[src/rtl/mem_port_arbiter_if.sv]
// Bus bundle between the pipeline/memory side and mem_port_arbiter.
// The arbiter takes the slave view; the pipeline and memory model take the master view.
interface mem_port_arbiter_if #(
    parameter int ADDR_W = 32,
    parameter int DATA_W = 32
);
    logic              if_req;
    logic [ADDR_W-1:0] if_addr;
    logic [DATA_W-1:0] if_rdata;
    logic              if_done;

    logic              d_read;
    logic              d_write;
    logic [ADDR_W-1:0] d_addr;
    logic [DATA_W-1:0] d_wdata;
    logic [DATA_W-1:0] d_rdata;
    logic              d_done;

    logic              stall_if;
    logic              stall_mem;

    logic              m_en;
    logic              m_we;
    logic [ADDR_W-1:0] m_addr;
    logic [DATA_W-1:0] m_wdata;
    logic [DATA_W-1:0] m_rdata;

    logic              proto_err;

    modport master (
        output if_req, if_addr, d_read, d_write, d_addr, d_wdata, m_rdata,
        input  if_rdata, if_done, d_rdata, d_done, stall_if, stall_mem,
               m_en, m_we, m_addr, m_wdata, proto_err
    );

    modport slave (
        input  if_req, if_addr, d_read, d_write, d_addr, d_wdata, m_rdata,
        output if_rdata, if_done, d_rdata, d_done, stall_if, stall_mem,
               m_en, m_we, m_addr, m_wdata, proto_err
    );
endinterface

[src/rtl/mem_port_arbiter.sv]
// Shares one fixed-latency single-port memory between instruction fetch and the
// MEM stage; data wins by default, fetch wins after STARVE_MAX consecutive data grants.
module mem_port_arbiter #(
    parameter int ADDR_W     = 32,
    parameter int DATA_W     = 32,
    parameter int MEM_LAT    = 2,
    parameter int STARVE_MAX = 4
) (
    input  logic              clk,
    input  logic              rst,
    mem_port_arbiter_if.slave bus
);

    localparam logic [3:0] LAT_INIT   = 4'(MEM_LAT);
    localparam logic [3:0] STARVE_LIM = 4'(STARVE_MAX);

    typedef enum logic [1:0] {IDLE, ISSUE, WAIT, RESP} state_t;
    typedef enum logic       {OWN_IF, OWN_D}           owner_t;

    state_t            state_q, state_d;
    owner_t            owner_q;
    logic [ADDR_W-1:0] addr_q;
    logic [DATA_W-1:0] wdata_q;
    logic              we_q;
    logic [3:0]        cnt_q;
    logic [3:0]        starve_q;
    logic [DATA_W-1:0] if_rdata_q;
    logic [DATA_W-1:0] d_rdata_q;
    logic              proto_err_q;

    logic d_pending;
    logic grant_if;
    logic grant_d;

    assign d_pending = bus.d_read | bus.d_write;

    // NOTE: sequential state uses non-blocking (<=) so every register samples pre-edge values.
    always_ff @(posedge clk or posedge rst) begin
        if (rst) state_q <= IDLE;
        else     state_q <= state_d;
    end

    // NOTE: every signal written here gets a default first, so no path can infer a latch.
    always_comb begin
        state_d     = state_q;
        grant_if    = 1'b0;
        grant_d     = 1'b0;
        bus.m_en    = 1'b0;
        bus.m_we    = 1'b0;
        bus.m_addr  = '0;
        bus.m_wdata = '0;
        bus.if_done = 1'b0;
        bus.d_done  = 1'b0;
        case (state_q)
            IDLE: begin
                // Fetch only wins when data is idle or has used up its starvation budget.
                if (bus.if_req && (!d_pending || starve_q >= STARVE_LIM)) begin
                    grant_if = 1'b1;
                    state_d  = ISSUE;
                end else if (d_pending) begin
                    grant_d = 1'b1;
                    state_d = ISSUE;
                end
            end
            ISSUE: begin
                bus.m_en    = 1'b1;
                bus.m_we    = we_q;
                bus.m_addr  = addr_q;
                bus.m_wdata = wdata_q;
                state_d     = WAIT;
            end
            WAIT: begin
                if (cnt_q == 4'd1) state_d = RESP;
            end
            RESP: begin
                bus.if_done = (owner_q == OWN_IF);
                bus.d_done  = (owner_q == OWN_D);
                state_d     = IDLE;
            end
            default: state_d = IDLE;
        endcase
    end

    // NOTE: datapath registers are reset as well; rdata and proto_err are visible outputs that must read 0.
    always_ff @(posedge clk or posedge rst) begin
        if (rst) begin
            owner_q     <= OWN_IF;
            addr_q      <= '0;
            wdata_q     <= '0;
            we_q        <= 1'b0;
            cnt_q       <= '0;
            starve_q    <= '0;
            if_rdata_q  <= '0;
            d_rdata_q   <= '0;
            proto_err_q <= 1'b0;
        end else begin
            if (grant_if) begin
                owner_q <= OWN_IF;
                addr_q  <= bus.if_addr;
                wdata_q <= '0;
                we_q    <= 1'b0;
            end else if (grant_d) begin
                owner_q <= OWN_D;
                addr_q  <= bus.d_addr;
                wdata_q <= bus.d_wdata;
                we_q    <= bus.d_write;
                if (bus.d_read && bus.d_write) proto_err_q <= 1'b1;
            end

            if (grant_if)
                starve_q <= '0;
            else if (grant_d && bus.if_req)
                starve_q <= starve_q + 4'd1;
            else if (state_q == IDLE && !bus.if_req)
                starve_q <= '0;

            if (state_q == ISSUE)
                cnt_q <= LAT_INIT;
            else if (state_q == WAIT)
                cnt_q <= cnt_q - 4'd1;

            if (state_q == WAIT && cnt_q == 4'd1 && !we_q) begin
                if (owner_q == OWN_IF) if_rdata_q <= bus.m_rdata;
                else                   d_rdata_q  <= bus.m_rdata;
            end
        end
    end

    assign bus.if_rdata  = if_rdata_q;
    assign bus.d_rdata   = d_rdata_q;
    assign bus.proto_err = proto_err_q;
    assign bus.stall_if  = bus.if_req & ~bus.if_done;
    assign bus.stall_mem = d_pending & ~bus.d_done;

endmodule

[src/flat_wrapper.sv]
// flat-port wrapper written by rule: the top's interface ports become plain ports
module mem_port_arbiter_flat 
#(
    parameter int ADDR_W     = 32,
    parameter int DATA_W     = 32,
    parameter int MEM_LAT    = 2,
    parameter int STARVE_MAX = 4
)
  (clk, rst, bus_if_req, bus_if_addr, bus_d_read, bus_d_write, bus_d_addr, bus_d_wdata, bus_m_rdata, bus_if_rdata, bus_if_done, bus_d_rdata, bus_d_done, bus_stall_if, bus_stall_mem, bus_m_en, bus_m_we, bus_m_addr, bus_m_wdata, bus_proto_err);
  mem_port_arbiter_if #(.ADDR_W(ADDR_W), .DATA_W(DATA_W)) bus_i ();
  input  logic clk;
  input  logic rst;
  input wire logic [$bits(bus_i.if_req)-1:0] bus_if_req;
  input wire logic [$bits(bus_i.if_addr)-1:0] bus_if_addr;
  input wire logic [$bits(bus_i.d_read)-1:0] bus_d_read;
  input wire logic [$bits(bus_i.d_write)-1:0] bus_d_write;
  input wire logic [$bits(bus_i.d_addr)-1:0] bus_d_addr;
  input wire logic [$bits(bus_i.d_wdata)-1:0] bus_d_wdata;
  input wire logic [$bits(bus_i.m_rdata)-1:0] bus_m_rdata;
  output wire logic [$bits(bus_i.if_rdata)-1:0] bus_if_rdata;
  output wire logic [$bits(bus_i.if_done)-1:0] bus_if_done;
  output wire logic [$bits(bus_i.d_rdata)-1:0] bus_d_rdata;
  output wire logic [$bits(bus_i.d_done)-1:0] bus_d_done;
  output wire logic [$bits(bus_i.stall_if)-1:0] bus_stall_if;
  output wire logic [$bits(bus_i.stall_mem)-1:0] bus_stall_mem;
  output wire logic [$bits(bus_i.m_en)-1:0] bus_m_en;
  output wire logic [$bits(bus_i.m_we)-1:0] bus_m_we;
  output wire logic [$bits(bus_i.m_addr)-1:0] bus_m_addr;
  output wire logic [$bits(bus_i.m_wdata)-1:0] bus_m_wdata;
  output wire logic [$bits(bus_i.proto_err)-1:0] bus_proto_err;
  assign bus_i.if_req = bus_if_req;
  assign bus_i.if_addr = bus_if_addr;
  assign bus_i.d_read = bus_d_read;
  assign bus_i.d_write = bus_d_write;
  assign bus_i.d_addr = bus_d_addr;
  assign bus_i.d_wdata = bus_d_wdata;
  assign bus_i.m_rdata = bus_m_rdata;
  assign bus_if_rdata = bus_i.if_rdata;
  assign bus_if_done = bus_i.if_done;
  assign bus_d_rdata = bus_i.d_rdata;
  assign bus_d_done = bus_i.d_done;
  assign bus_stall_if = bus_i.stall_if;
  assign bus_stall_mem = bus_i.stall_mem;
  assign bus_m_en = bus_i.m_en;
  assign bus_m_we = bus_i.m_we;
  assign bus_m_addr = bus_i.m_addr;
  assign bus_m_wdata = bus_i.m_wdata;
  assign bus_proto_err = bus_i.proto_err;
  mem_port_arbiter #(.ADDR_W(ADDR_W), .DATA_W(DATA_W), .MEM_LAT(MEM_LAT), .STARVE_MAX(STARVE_MAX)) u_core (.clk(clk), .rst(rst), .bus(bus_i));
endmodule
[config.mk]
export PLATFORM = sky130hd
export DESIGN_NAME = mem_port_arbiter_flat
export DESIGN_NICKNAME = d
export VERILOG_FILES = /design/src/rtl/mem_port_arbiter_if.sv /design/src/rtl/mem_port_arbiter.sv /design/src/flat_wrapper.sv
export SDC_FILE = /design/constraint.sdc
export NUM_CORES = 1
export LEC_CHECK = 0
export BUFFER_PORTS_ARGS = -buffer_cell sky130_fd_sc_hd__buf_2
export CORE_MARGIN = 2
export CORE_UTILIZATION = 43
export DETAILED_ROUTE_END_ITERATION = 6
export HOLD_SLACK_MARGIN = 0.05
export PLACE_DENSITY = 0.85
export SETUP_SLACK_MARGIN = 0.4
export SLEW_MARGIN = 20
export SYNTH_ARGS = -nofsm -noshare
export SYNTH_HDL_FRONTEND = slang
export SYNTH_SLANG_ARGS = --single-unit
[constraint.sdc]
create_clock -name clk -period 4 [get_ports clk]
set_input_delay 0.4 -clock clk [delete_from_list [all_inputs] [get_ports clk]]
set_output_delay 0.4 -clock clk [all_outputs]
set_load 0.02 [all_outputs]
==> impl_metrics.ini <==
[logic_synthesis]
synth.ff_latch_count = 141
syn_inst = 494
ys_seq_area_share_pct = 56.0
ys_top_cells_by_area = dfrtp_1 (56%), mux2_4 (7.9%), and2_1 (6.6%)
synth_top_area_share_pct = 56.0
syn_avg_cell_area_um2 = 12.8
yosysWarnings = 0
postSynthNetCount = 635
synth_area_um2 = 6300
synth_top_area_cell = dfrtp_1
yosys.cell_types.count = 37

[sta]
hold_slack_ps = 203
worst_slew_pin_slew_ps = 1050
rsz0062_at_grt = no
slew_violations = 0
finalSetupTns_ps = 0
post-route-min-period_ps = 2650
fmax_mhz = 378
setup_viol = 0
finClkSkew_ps = 6.71
relSlewSlack_pct = 29.8
setup_ws_ps = 1350
hold_viol = 0
post-route-period-util_pct = 66.1

[global_route]
grt_pass1_wl_um = 24100
gr-total-overflow = 0
grt_max_degree = 69
antenna_found_initial = 0
track_usage_pct = 19.2
grt_pass1_vias = 4754

[drt]
dr.pass1.iters = 4
drc = 0
vias = 4702
finalWirelength_um = 14900
viasPerCell = 4.95
ant_nets = 0
drt-initial-drc-count = 147
wl_per_cell_um = 15.7

[clocking]
clockBufferDepth = 2
htreeDepth = 4
cts_tree = done
root_buffer = clkbuf_16
clock_latency_ps = 410
clk_pin_slew_ps = 60
clock-sinks = 141
postCtsSetupRepairBufs = 0
cts_inserted_buffers = 17

[worst_setup_path]
crit_arrival_ps = 2940
worst-r2r-setup-slack_ps = 1350
crit_end = u_core.bus.if_rdata[31]
max_stage_delay_ps = 880
crit_chain = inv_1, ha_1, or3b_1, nor3b_2, and2b_2, mux2_2
critPathSlowestCell = and2b_2
r2r_cells = 6
end_kind = register
timing.rr.end = u_core.bus.if_rdata[31]
crit_path_start_kind = register
crit_start = u_core.cnt_q[1]
r2r-start = u_core.cnt_q[1]
crit_type = register to register
worstPathRequired_ps = 4290
worstPathMaxFanout = 32

[finish]
final_cell_area_um2 = 8340
final_cell_mix = buf_2 (267), dfrtp_1 (141), and2_1 (66)
drive_gt1_share_pct = 49.2
num-nets-final = 893
postLayoutCoreUtil_pct = 57.8
multi_input_area_um2 = 2540
final_common_cell = buf_2
n_fill_cell = 1215
area_growth_pct = 32.3
instances_no_fill = 949
final-seq-area_um2 = 3530

[min_path]
hp-class = input pin to register

[power_and_ir_drop]
swShare_pct = 38.3
p_seq_share_pct = 35.3
total_power_mw = 6.88
clkPwrFrac_pct = 22.5
power.density_nw_per_um2 = 824
ir_drop_mv = 0.326
p_leak_nw = 4.23
p_int_mw = 4.24
p_comb_share_pct = 42.2
p_sw_mw = 2.63

[placement]
gp_congestion = 0.767
dp_slack_ps = 1350
dp_hpwl_um = 10500
numPortBuffers = 267
placed_cell_area_um2 = 7710
dpl.cell_count = 915

[floorplanning]
floorplan.initialDensity_pct = 43.7
ioPinCount = 268
die_area_um2 = 15600
dieWidth_um = 125
die_y_um = 125
rows = 44
fp.coreArea_um2 = 14400

[outcome]
status = completed

[run]
drv_cap = 0
[layout make-up]
class | instances | share of cell area, %
antenna | 1 | 0.0300
clock buffer | 19 | 5.43
inverter | 10 | 0.495
multi-input combinational | 309 | 30.4
timing repair buffer | 273 | 16.9
sequential | 141 | 42.3
tap | 184 | 2.76
clock inverter | 12 | 1.65
[worst max-delay path, delay by kind of cell (launching register included)]
family / cells / cell delay [ps]
buffers and inverters: 1 / 90
DFF: 1 / 390
muxes: 1 / 420
adders and majority gates: 1 / 140
and+or+nand+nor: 3 / 1480
[power by group through the flow]
stage | logic (mW) | clock network (mW) | registers, mW
CTS | 2.93 | 1.59 | 2.42
global route | 3.15 | 1.65 | 2.51
floorplan | 1.67 | 0 | 2.73
finish | 2.90 | 1.55 | 2.43
detailed placement | 2.92 | 0 | 2.43
global placement | 2.85 | 0 | 2.41
[registers in the layout, summed over array words and instances (netlist names)]
name	cells
u_core.we_q	1
u_core.addr_q	32
u_core.bus.proto_err	1
u_core.cnt_q	4
u_core.wdata_q	32
u_core.starve_q	4
u_core.state_q	2
u_core.bus.d_rdata	32
u_core.owner_q	1
u_core.bus.if_rdata	32
[layer usage]
| metal | vias up | global-route usage (%) | wire [µm] |
|---|---|---|---|
| met4 | 0 | 5.75 | 218 |
| met5 | - | 0 | 0 |
| met2 | 197 | 32.3 | 7350 |
| met1 | 2249 | 24.3 | 6270 |
| met3 | 18 | 5.26 | 1020 |
| li1 | 2238 | - | - |
[worst min-delay path by stage]
stage	from	endpoint	slack [ps]	cells past startpoint
after floorplan	u_core.cnt_q[3]	u_core.cnt_q[3]	450	1
after global placement	u_core.bus.proto_err	u_core.bus.proto_err	450	1
after detailed placement	u_core.bus.proto_err	u_core.bus.proto_err	450	1
after CTS	bus_d_wdata[11]	u_core.wdata_q[11]	180	2
after global routing	bus_d_wdata[25]	u_core.wdata_q[25]	180	2
final	bus_d_wdata[11]	u_core.wdata_q[11]	200	2
[logic make-up (layout without fill, tap and decap cells)]
group | after synthesis | in the layout | synth area share, %
DFF | 141 | 141 | 56.0
and+or+nand+nor | 122 | 122 | 10.6
muxes | 97 | 97 | 18.7
AOI/OAI and AO/OA | 82 | 82 | 8.94
buffers and inverters | 44 | 314 | 4.17
adders and majority gates | 8 | 8 | 1.59
other | 0 | 1 | 0
[synthesized netlist by cell type]
| library cell | count |
|---|---|
| and3b_1 | 1 |
| a21oi_1 | 33 |
| nor2b_1 | 3 |
| o32a_1 | 1 |
| o31a_1 | 1 |
| buf_4 | 3 |
| mux2i_1 | 32 |
| nor4b_1 | 1 |
| and2_1 | 66 |
| or3b_1 | 1 |
| a32o_1 | 1 |
| o311a_1 | 1 |
| nand3_1 | 3 |
| inv_1 | 10 |
| nand2_2 | 1 |
| buf_12 | 3 |
| a22o_1 | 32 |
| dfrtp_1 | 141 |
| ha_1 | 8 |
| mux2_4 | 33 |
| nor3_1 | 1 |
| o2bb2ai_1 | 1 |
| nor2_1 | 37 |
| o22ai_1 | 1 |
| a31oi_1 | 1 |
| clkbuf_1 | 15 |
| buf_2 | 6 |
| buf_6 | 4 |
| o21ai_0 | 8 |
| o31ai_1 | 1 |
| nor3b_2 | 1 |
| nand4_1 | 2 |
| a41o_1 | 1 |
| and2b_1 | 1 |
| mux2_2 | 32 |
| nand2_1 | 4 |
| buf_1 | 3 |
[repair_timing]
action,4_1_cts,5_1_grt
hold buffers,0,1
gates resized for setup,0,0
endpoints found under the hold margin,0,12
(Power assumes the default switching activity.)
